`src/rtl/mc_pkg.sv`:
```
// mc_pkg: shared types and encodings for the multicycle MIPS controller.
// Holds the 4-bit FSM state enum, opcode and funct constants, the ALU
// control codes, and the aluSrcB / pcSrc mux encodings.
package mc_pkg;

  typedef enum logic [3:0] {
    S_FETCH   = 4'd0,
    S_DECODE  = 4'd1,
    S_MEMADR  = 4'd2,
    S_MEMRD   = 4'd3,
    S_MEMWB   = 4'd4,
    S_MEMWR   = 4'd5,
    S_RTYPEEX = 4'd6,
    S_RTYPEWB = 4'd7,
    S_BEQEX   = 4'd8,
    S_ADDIEX  = 4'd9,
    S_ADDIWB  = 4'd10,
    S_JEX     = 4'd11
  } state_e;

  localparam logic [5:0] OP_RTYPE = 6'b000000;
  localparam logic [5:0] OP_LW    = 6'b100011;
  localparam logic [5:0] OP_SW    = 6'b101011;
  localparam logic [5:0] OP_BEQ   = 6'b000100;
  localparam logic [5:0] OP_ADDI  = 6'b001000;
  localparam logic [5:0] OP_J     = 6'b000010;

  localparam logic [5:0] FN_ADD = 6'b100000;
  localparam logic [5:0] FN_SUB = 6'b100010;
  localparam logic [5:0] FN_AND = 6'b100100;
  localparam logic [5:0] FN_OR  = 6'b100101;
  localparam logic [5:0] FN_SLT = 6'b101010;
  localparam logic [5:0] FN_MUL = 6'b011000;

  localparam logic [2:0] ALU_ADD = 3'b010;
  localparam logic [2:0] ALU_SUB = 3'b110;
  localparam logic [2:0] ALU_AND = 3'b000;
  localparam logic [2:0] ALU_OR  = 3'b001;
  localparam logic [2:0] ALU_SLT = 3'b111;
  localparam logic [2:0] ALU_MUL = 3'b011;

  localparam logic [1:0] SRCB_REGB  = 2'b00;
  localparam logic [1:0] SRCB_FOUR  = 2'b01;
  localparam logic [1:0] SRCB_IMM   = 2'b10;
  localparam logic [1:0] SRCB_IMMSH = 2'b11;

  localparam logic [1:0] PCSRC_ALU    = 2'b00;
  localparam logic [1:0] PCSRC_ALUOUT = 2'b01;
  localparam logic [1:0] PCSRC_JUMP   = 2'b10;

endpackage

```
`src/rtl/mc_controller_alu_decoder.sv`:
```
// alu_decoder: combinational ALU control decode.
// Ports: funct_i (R-type funct), is_rtype_i (decode funct when 1),
//        force_op_i (code passed through when is_rtype_i=0),
//        alu_control_o (3-bit ALU op), unsupported_o (funct not handled).
// Build option: MC_MUL_EN adds funct 011000 -> multiply.
module alu_decoder
  import mc_pkg::*;
(
  input  logic [5:0] funct_i,
  input  logic       is_rtype_i,
  input  logic [2:0] force_op_i,
  output logic [2:0] alu_control_o,
  output logic       unsupported_o
);

  // Funct lookup for R-type execute; other states pass their own op through.
  always_comb begin
    alu_control_o = ALU_ADD;
    unsupported_o = 1'b0;
    if (is_rtype_i) begin
      case (funct_i)
        FN_ADD:  alu_control_o = ALU_ADD;
        FN_SUB:  alu_control_o = ALU_SUB;
        FN_AND:  alu_control_o = ALU_AND;
        FN_OR:   alu_control_o = ALU_OR;
        FN_SLT:  alu_control_o = ALU_SLT;
`ifdef MC_MUL_EN
        FN_MUL:  alu_control_o = ALU_MUL;
`endif
        default: unsupported_o = 1'b1;
      endcase
    end else begin
      alu_control_o = force_op_i;
    end
  end

endmodule

```
`src/rtl/mc_controller.sv`:
```
// mc_controller: Moore FSM sequencing the multicycle MIPS datapath.
// Inputs : clk, reset (async, active-high), op, funct, zero.
// Outputs: datapath strobes (pcWrite, irWrite, memWrite, regWrite),
//          mux selects (iOrD, regDst, memToReg, aluSrcA, aluSrcB, pcSrc),
//          aluControl, illegal pulse, and the debug state.
// Build option: MC_MUL_EN enables funct 011000 (multiply), holding
// RTYPEEX for 1+MUL_LAT cycles.
module mc_controller
  import mc_pkg::*;
#(
  parameter int unsigned MUL_LAT = 2
)
(
  input  logic       clk,
  input  logic       reset,
  input  logic [5:0] op,
  input  logic [5:0] funct,
  input  logic       zero,
  output logic       pcWrite,
  output logic       irWrite,
  output logic       memWrite,
  output logic       regWrite,
  output logic       iOrD,
  output logic       regDst,
  output logic       memToReg,
  output logic       aluSrcA,
  output logic [1:0] aluSrcB,
  output logic [1:0] pcSrc,
  output logic [2:0] aluControl,
  output logic       illegal,
  output logic [3:0] state
);

  if ((MUL_LAT < 1) || (MUL_LAT > 7)) begin : g_bad_mul_lat
    $error("mc_controller: MUL_LAT must be 1..7");
  end

  state_e     state_q, state_d;
  logic       pc_write_s, ir_write_s, mem_write_s, reg_write_s, illegal_s;
  logic       is_rtype_s, dec_unsup_s;
  logic [2:0] force_op_s, dec_alu_s;

`ifdef MC_MUL_EN
  localparam logic [2:0] MUL_LOAD = 3'(MUL_LAT);
  logic [2:0] mul_cnt_q, mul_cnt_d;
  logic       is_mul_s;
  assign is_mul_s = (funct == FN_MUL);
`endif

  alu_decoder u_alu_decoder (
    .funct_i       (funct),
    .is_rtype_i    (is_rtype_s),
    .force_op_i    (force_op_s),
    .alu_control_o (dec_alu_s),
    .unsupported_o (dec_unsup_s)
  );

  // State register; reset abandons any instruction in flight.
  always_ff @(posedge clk or posedge reset) begin
    if (reset) begin
      state_q <= S_FETCH;
    end else begin
      state_q <= state_d;
    end
  end

`ifdef MC_MUL_EN
  // Multiply hold counter: loaded entering RTYPEEX, counts down while held.
  always_ff @(posedge clk or posedge reset) begin
    if (reset) begin
      mul_cnt_q <= 3'd0;
    end else begin
      mul_cnt_q <= mul_cnt_d;
    end
  end

  // Counter next value.
  always_comb begin
    mul_cnt_d = mul_cnt_q;
    if ((state_q == S_DECODE) && (op == OP_RTYPE)) begin
      mul_cnt_d = MUL_LOAD;
    end else if ((state_q == S_RTYPEEX) && (mul_cnt_q != 3'd0)) begin
      mul_cnt_d = mul_cnt_q - 3'd1;
    end else begin
      mul_cnt_d = mul_cnt_q;
    end
  end
`endif

  // Next-state and Moore output decode.
  always_comb begin
    state_d     = S_FETCH;
    pc_write_s  = 1'b0;
    ir_write_s  = 1'b0;
    mem_write_s = 1'b0;
    reg_write_s = 1'b0;
    illegal_s   = 1'b0;
    iOrD        = 1'b0;
    regDst      = 1'b0;
    memToReg    = 1'b0;
    aluSrcA     = 1'b0;
    aluSrcB     = SRCB_REGB;
    pcSrc       = PCSRC_ALU;
    force_op_s  = ALU_ADD;
    is_rtype_s  = 1'b0;
    case (state_q)
      S_FETCH: begin
        ir_write_s = 1'b1;
        aluSrcB    = SRCB_FOUR;
        pc_write_s = 1'b1;
        state_d    = S_DECODE;
      end
      S_DECODE: begin
        // ALU precomputes the branch target into ALUOut.
        aluSrcB = SRCB_IMMSH;
        case (op)
          OP_LW, OP_SW: state_d = S_MEMADR;
          OP_RTYPE:     state_d = S_RTYPEEX;
          OP_BEQ:       state_d = S_BEQEX;
          OP_ADDI:      state_d = S_ADDIEX;
          OP_J:         state_d = S_JEX;
          default: begin
            illegal_s = 1'b1;
            state_d   = S_FETCH;
          end
        endcase
      end
      S_MEMADR: begin
        aluSrcA = 1'b1;
        aluSrcB = SRCB_IMM;
        state_d = (op == OP_LW) ? S_MEMRD : S_MEMWR;
      end
      S_MEMRD: begin
        iOrD    = 1'b1;
        state_d = S_MEMWB;
      end
      S_MEMWB: begin
        memToReg    = 1'b1;
        reg_write_s = 1'b1;
        state_d     = S_FETCH;
      end
      S_MEMWR: begin
        iOrD        = 1'b1;
        mem_write_s = 1'b1;
        state_d     = S_FETCH;
      end
      S_RTYPEEX: begin
        aluSrcA    = 1'b1;
        aluSrcB    = SRCB_REGB;
        is_rtype_s = 1'b1;
        if (dec_unsup_s) begin
          illegal_s = 1'b1;
          state_d   = S_FETCH;
        end else begin
`ifdef MC_MUL_EN
          state_d = (is_mul_s && (mul_cnt_q != 3'd0)) ? S_RTYPEEX : S_RTYPEWB;
`else
          state_d = S_RTYPEWB;
`endif
        end
      end
      S_RTYPEWB: begin
        regDst      = 1'b1;
        reg_write_s = 1'b1;
        state_d     = S_FETCH;
      end
      S_BEQEX: begin
        aluSrcA    = 1'b1;
        aluSrcB    = SRCB_REGB;
        force_op_s = ALU_SUB;
        pcSrc      = PCSRC_ALUOUT;
        pc_write_s = zero;
        state_d    = S_FETCH;
      end
      S_ADDIEX: begin
        aluSrcA = 1'b1;
        aluSrcB = SRCB_IMM;
        state_d = S_ADDIWB;
      end
      S_ADDIWB: begin
        reg_write_s = 1'b1;
        state_d     = S_FETCH;
      end
      S_JEX: begin
        pcSrc      = PCSRC_JUMP;
        pc_write_s = 1'b1;
        state_d    = S_FETCH;
      end
      default: begin
        state_d = S_FETCH;
      end
    endcase
  end

  // Strobes are suppressed for as long as reset is held.
  assign pcWrite    = pc_write_s  & ~reset;
  assign irWrite    = ir_write_s  & ~reset;
  assign memWrite   = mem_write_s & ~reset;
  assign regWrite   = reg_write_s & ~reset;
  assign illegal    = illegal_s   & ~reset;
  assign aluControl = dec_alu_s;
  assign state      = state_q;

endmodule

```
`config.mk`:
```
export PLATFORM = sky130hd
export DESIGN_NAME = mc_controller
export DESIGN_NICKNAME = d
export VERILOG_FILES = /design/src/rtl/mc_pkg.sv /design/src/rtl/mc_controller_alu_decoder.sv /design/src/rtl/mc_controller.sv
export SDC_FILE = /design/constraint.sdc
export NUM_CORES = 1
export LEC_CHECK = 0
export CORE_UTILIZATION = 32
export CTS_CLUSTER_SIZE = 40
export DETAILED_ROUTE_END_ITERATION = 10
export GPL_ROUTABILITY_DRIVEN = 0
export GPL_TIMING_DRIVEN = 0
export PLACE_DENSITY = 0.75
export SLEW_MARGIN = 20
export SYNTH_ARGS = -nofsm -noshare
export SYNTH_HDL_FRONTEND = slang
export SYNTH_SLANG_ARGS = --single-unit
```
`constraint.sdc`:
```
create_clock -name clk -period 1.85 [get_ports clk]
set_clock_uncertainty 0.05 [all_clocks]
set_input_delay 0.2775 -clock clk [delete_from_list [all_inputs] [get_ports clk]]
set_output_delay 0.2775 -clock clk [all_outputs]
set_load 0.05 [all_outputs]
```
==> PnR_summary.wiki <==
{| class="wikitable"
! Metric !! Value
|-
| Depth of the critical timing path with buffers and inverters included || 5
|-
| Detailed Routing Iterations Pass 1 || 4
|-
| Biggest fanout along the worst timing path || 3
|-
| Kind of launch point of the worst setup path || register
|-
| Total Wirelength || 2440 um
|-
| Final worst path period need || 2350 ps
|-
| Post-detailed-route count of antenna-violating nets || 0
|-
| Inserted Clock Buffers || 3
|-
| Reg-to-reg slack, setup || -110 ps
|-
| Final design utilization || 0.825
|-
| Total routing resource utilization after global routing || 0.233
|-
| Netlist area before placement || 541 um2
|-
| 1st-iter DRT viols || 13
|-
| Total number of vias || 799
|-
| Syn Nets || 87
|-
| Count of final hold-check violations || 0
|-
| Clock root buffer || clkbuf_4
|-
| Cell depth of the worst flop-to-flop path || 5
|-
| Post-detailed-route wirelength per cell || 17.4 um
|-
| Number of setup violations in the final report || 9
|-
| Actual transition at the worst max-transition pin || 558 ps
|-
| Number of global-route vias before repair || 769
|-
| Buf+Inv Stages, Crit Path || 1
|-
| Mean instance size in the synthesized netlist || 7.51 um2
|-
| Clock-pin slew reported for the worst setup and hold paths after clock tree synthesis || 40 ps
|-
| Floorplan row count || 14
|-
| Worst skew pair latency || 240 ps
|-
| Flip-flop cell with the highest count after synthesis || dfrtp_1
|-
| Post-route standard cell area excluding fillers || 0.00127 mm2
|-
| Crit path to || aluControl[1]
|-
| Area after detailed placement || 0.00105 mm2
|-
| Most used cell, CP || or3b_4
|-
| Max-slew violation count || 0
|-
| Setup Slack @ Placement || -928 ps
|-
| Core area || 0.00154 mm2
|-
| YS warnings || 0
|-
| Number of enable-type register cells in the synthesized netlist || 0
|-
| Async set-reset flop share out of synthesis || 1.00
|-
| Number of antenna violations at the first check in global routing || 0
|-
| Seq/Total Area, Yosys || 0.185
|-
| Number of diodes || 0
|-
| Starting density of the core || 0.351
|-
| Violations in the final reports || setup timing
|-
| Worst EP required || 1520 ps
|-
| Worst reg2reg path endpoint || state[0]$_DFF_PP0_
|-
| Worst vdd rail ir drop || 872 uV
|-
| Synthesized instance count || 72
|-
| Count of pins on the block boundary || 35
|-
| Unrepaired setup endpoints after global routing || true
|-
| CP delay by family, top || simple AND/OR/NAND/NOR gates
|-
| Remaining max-slew budget at the tightest pin || 0.628
|-
| Crit Path Class || register to output port
|-
| Critical R2R Launch || state[3]$_DFF_PP0_
|-
| Max H-tree Level || 1
|-
| Via density per instance || 5.71
|-
| Signed area change from the synthesized netlist to the final layout || 135%
|-
| Critical path launch point || state[3]$_DFF_PP0_
|-
| First-pass GRT wire length || 3320 um
|-
| Total Power Consumption || 1.35 mW
|-
| Max-cap viol count || 0
|-
| Total negative slack || -2210 ps
|-
| Outcome || finished, violations left
|-
| Layout cells sized above 1 || 0.565
|-
| Post-route fraction of the period consumed by the critical path || 1.27
|-
| Clock sinks || 4
|-
| Critical path data arrival time || 2020 ps
|-
| Power density of the placed cells || 1060 mW/mm2
|-
| Die H || 43.1 um
|-
| Flip-flop count of the largest register after layout || 4
|-
| Max Buffers Root-to-Sink || 2
|-
| Overall die area || 0.00186 mm2
|-
| Overall die width || 43.1 um
|-
| Cells after DPL || 122
|-
| Cell breakdown of the critical path || nand2b_4 -> or3b_4 -> or3b_4 -> or2_4 -> buf_8
|-
| Endpoint kind of the worst setup timing path || output port
|-
| DRC || 0
|-
| HP Class || input pin to async pin
|-
| HPWL after detailed placement || 1360 um
|-
| Final-stage net count || 141
|-
| CTS Hold Bufs || 0
|-
| Fmax || 426 MHz
|-
| Reported leakage power || 0.511 nW
|-
| Count of different cell masters after synthesis || 36
|-
| Biggest cell delay along the critical path || 420 ps
|-
| CTS tree || yes
|-
| Final Non-Filler Cells || 140
|-
| Pin count of the biggest net entering global routing || 11
|-
| Slack of the critical path || -499 ps
|-
| Slowest cell on the critical path || dfrtp_2
|-
| Count of port buffers added during placement || 34
|-
| Overflow after GRT || 0
|-
| Hold_ws || 282 ps
|-
| Number of synthesized register bits || 4
|}
area by class of cell:
class                   instances  area [um2]
clock buffers                   3        22.5
repair buffers                 50         479
well taps                      16        20.0
inverters                       1        3.75
multi-input cells              63         602
flip-flops and latches          4         104
plain buffers                   3        41.3
fillers                        98         269
where the power goes:
part | internal (mW) | total, mW | switching, mW | leakage (nW)
registers | 0.112 | 0.139 | 0.0269 | 0.0489
clock network | 0.0727 | 0.110 | 0.0377 | 0.0138
logic | 0.468 | 1.10 | 0.635 | 0.448
synth_stat cells (all sizes together) (3+ instances only):
cell type  number  area, um2
nand3           4       20.0
nor3            5       25.0
a21oi           5       25.0
nor2            9       33.8
o21ai           3       15.0
nand2b          5       38.8
nand2           3       11.3
dfrtp           4        100
or3b            3       31.3
cells in the final DEF, fill, tap and decap left out, types with 2 or more instances in the layout:
| cell type | netlist | final |
|---|---|---|
| buf_4 | 1 | 15 |
| nand2b_1 | 4 | 2 |
| buf_8 | 0 | 3 |
| o21bai_4 | 0 | 2 |
| clkbuf_4 | 0 | 4 |
| clkdlybuf4s50_1 | 0 | 16 |
| nor2_1 | 9 | 6 |
| nand2_1 | 3 | 3 |
| buf_6 | 1 | 14 |
| or3b_4 | 2 | 3 |
| nand2b_4 | 1 | 2 |
| dfrtp_2 | 0 | 3 |
| o21ai_0 | 3 | 2 |
| nor3_4 | 0 | 2 |
| nand3_1 | 4 | 4 |
| a21oi_4 | 0 | 4 |
| xnor2_1 | 2 | 2 |
| nor2_4 | 0 | 3 |
| nor3_2 | 0 | 2 |
| nand4_1 | 2 | 2 |
routing by layer:
layer | up-vias | GRT usage | wire, um
li1 | 378 | - | -
met1 | 370 | 0.287 | 920
met2 | 39 | 0.415 | 1300
met3 | 12 | 0.0213 | 142
met4 | 0 | 0.0788 | 75
met5 | - | 0 | 0
repair_timing:
action | CTS | global route
gates resized for setup | 109 | 21
buffers inserted | 10 | 7
setup endpoints to repair | 17 | 15
pin swaps | 8 | 7
cells by family after synthesis:
| logic type | count (synthesis) | synth area share |
|---|---|---|
| compound gates | 17 | 0.218 |
| flops | 4 | 0.185 |
| buf+inv | 5 | 0.0556 |
| mux | 2 | 0.0370 |
| simple gates | 41 | 0.456 |
| xor+xnor | 3 | 0.0486 |
how the worst min path moves through the flow:
stage | startpoint | endpoint | slack (ps) | depth (start not counted)
2_1_floorplan | reset | state[0]$_DFF_PP0_ | -7 | 1
3_3_place_gp | state[2]$_DFF_PP0_ | state[1]$_DFF_PP0_ | 700 | 2
3_5_place_dp | state[2]$_DFF_PP0_ | state[1]$_DFF_PP0_ | 700 | 2
4_1_cts | reset | state[1]$_DFF_PP0_ | 270 | 2
5_1_grt | reset | state[3]$_DFF_PP0_ | 300 | 2
6_report | reset | state[3]$_DFF_PP0_ | 280 | 2
worst reg2reg max path: cells and delay by family (launching register included):
family / cells / cell delay, ps
simple gates: 2 / 830
flops: 1 / 420
buf+inv: 2 / 270
compound gates: 1 / 290
No activity file was read; power rests on OpenSTA's default activity.
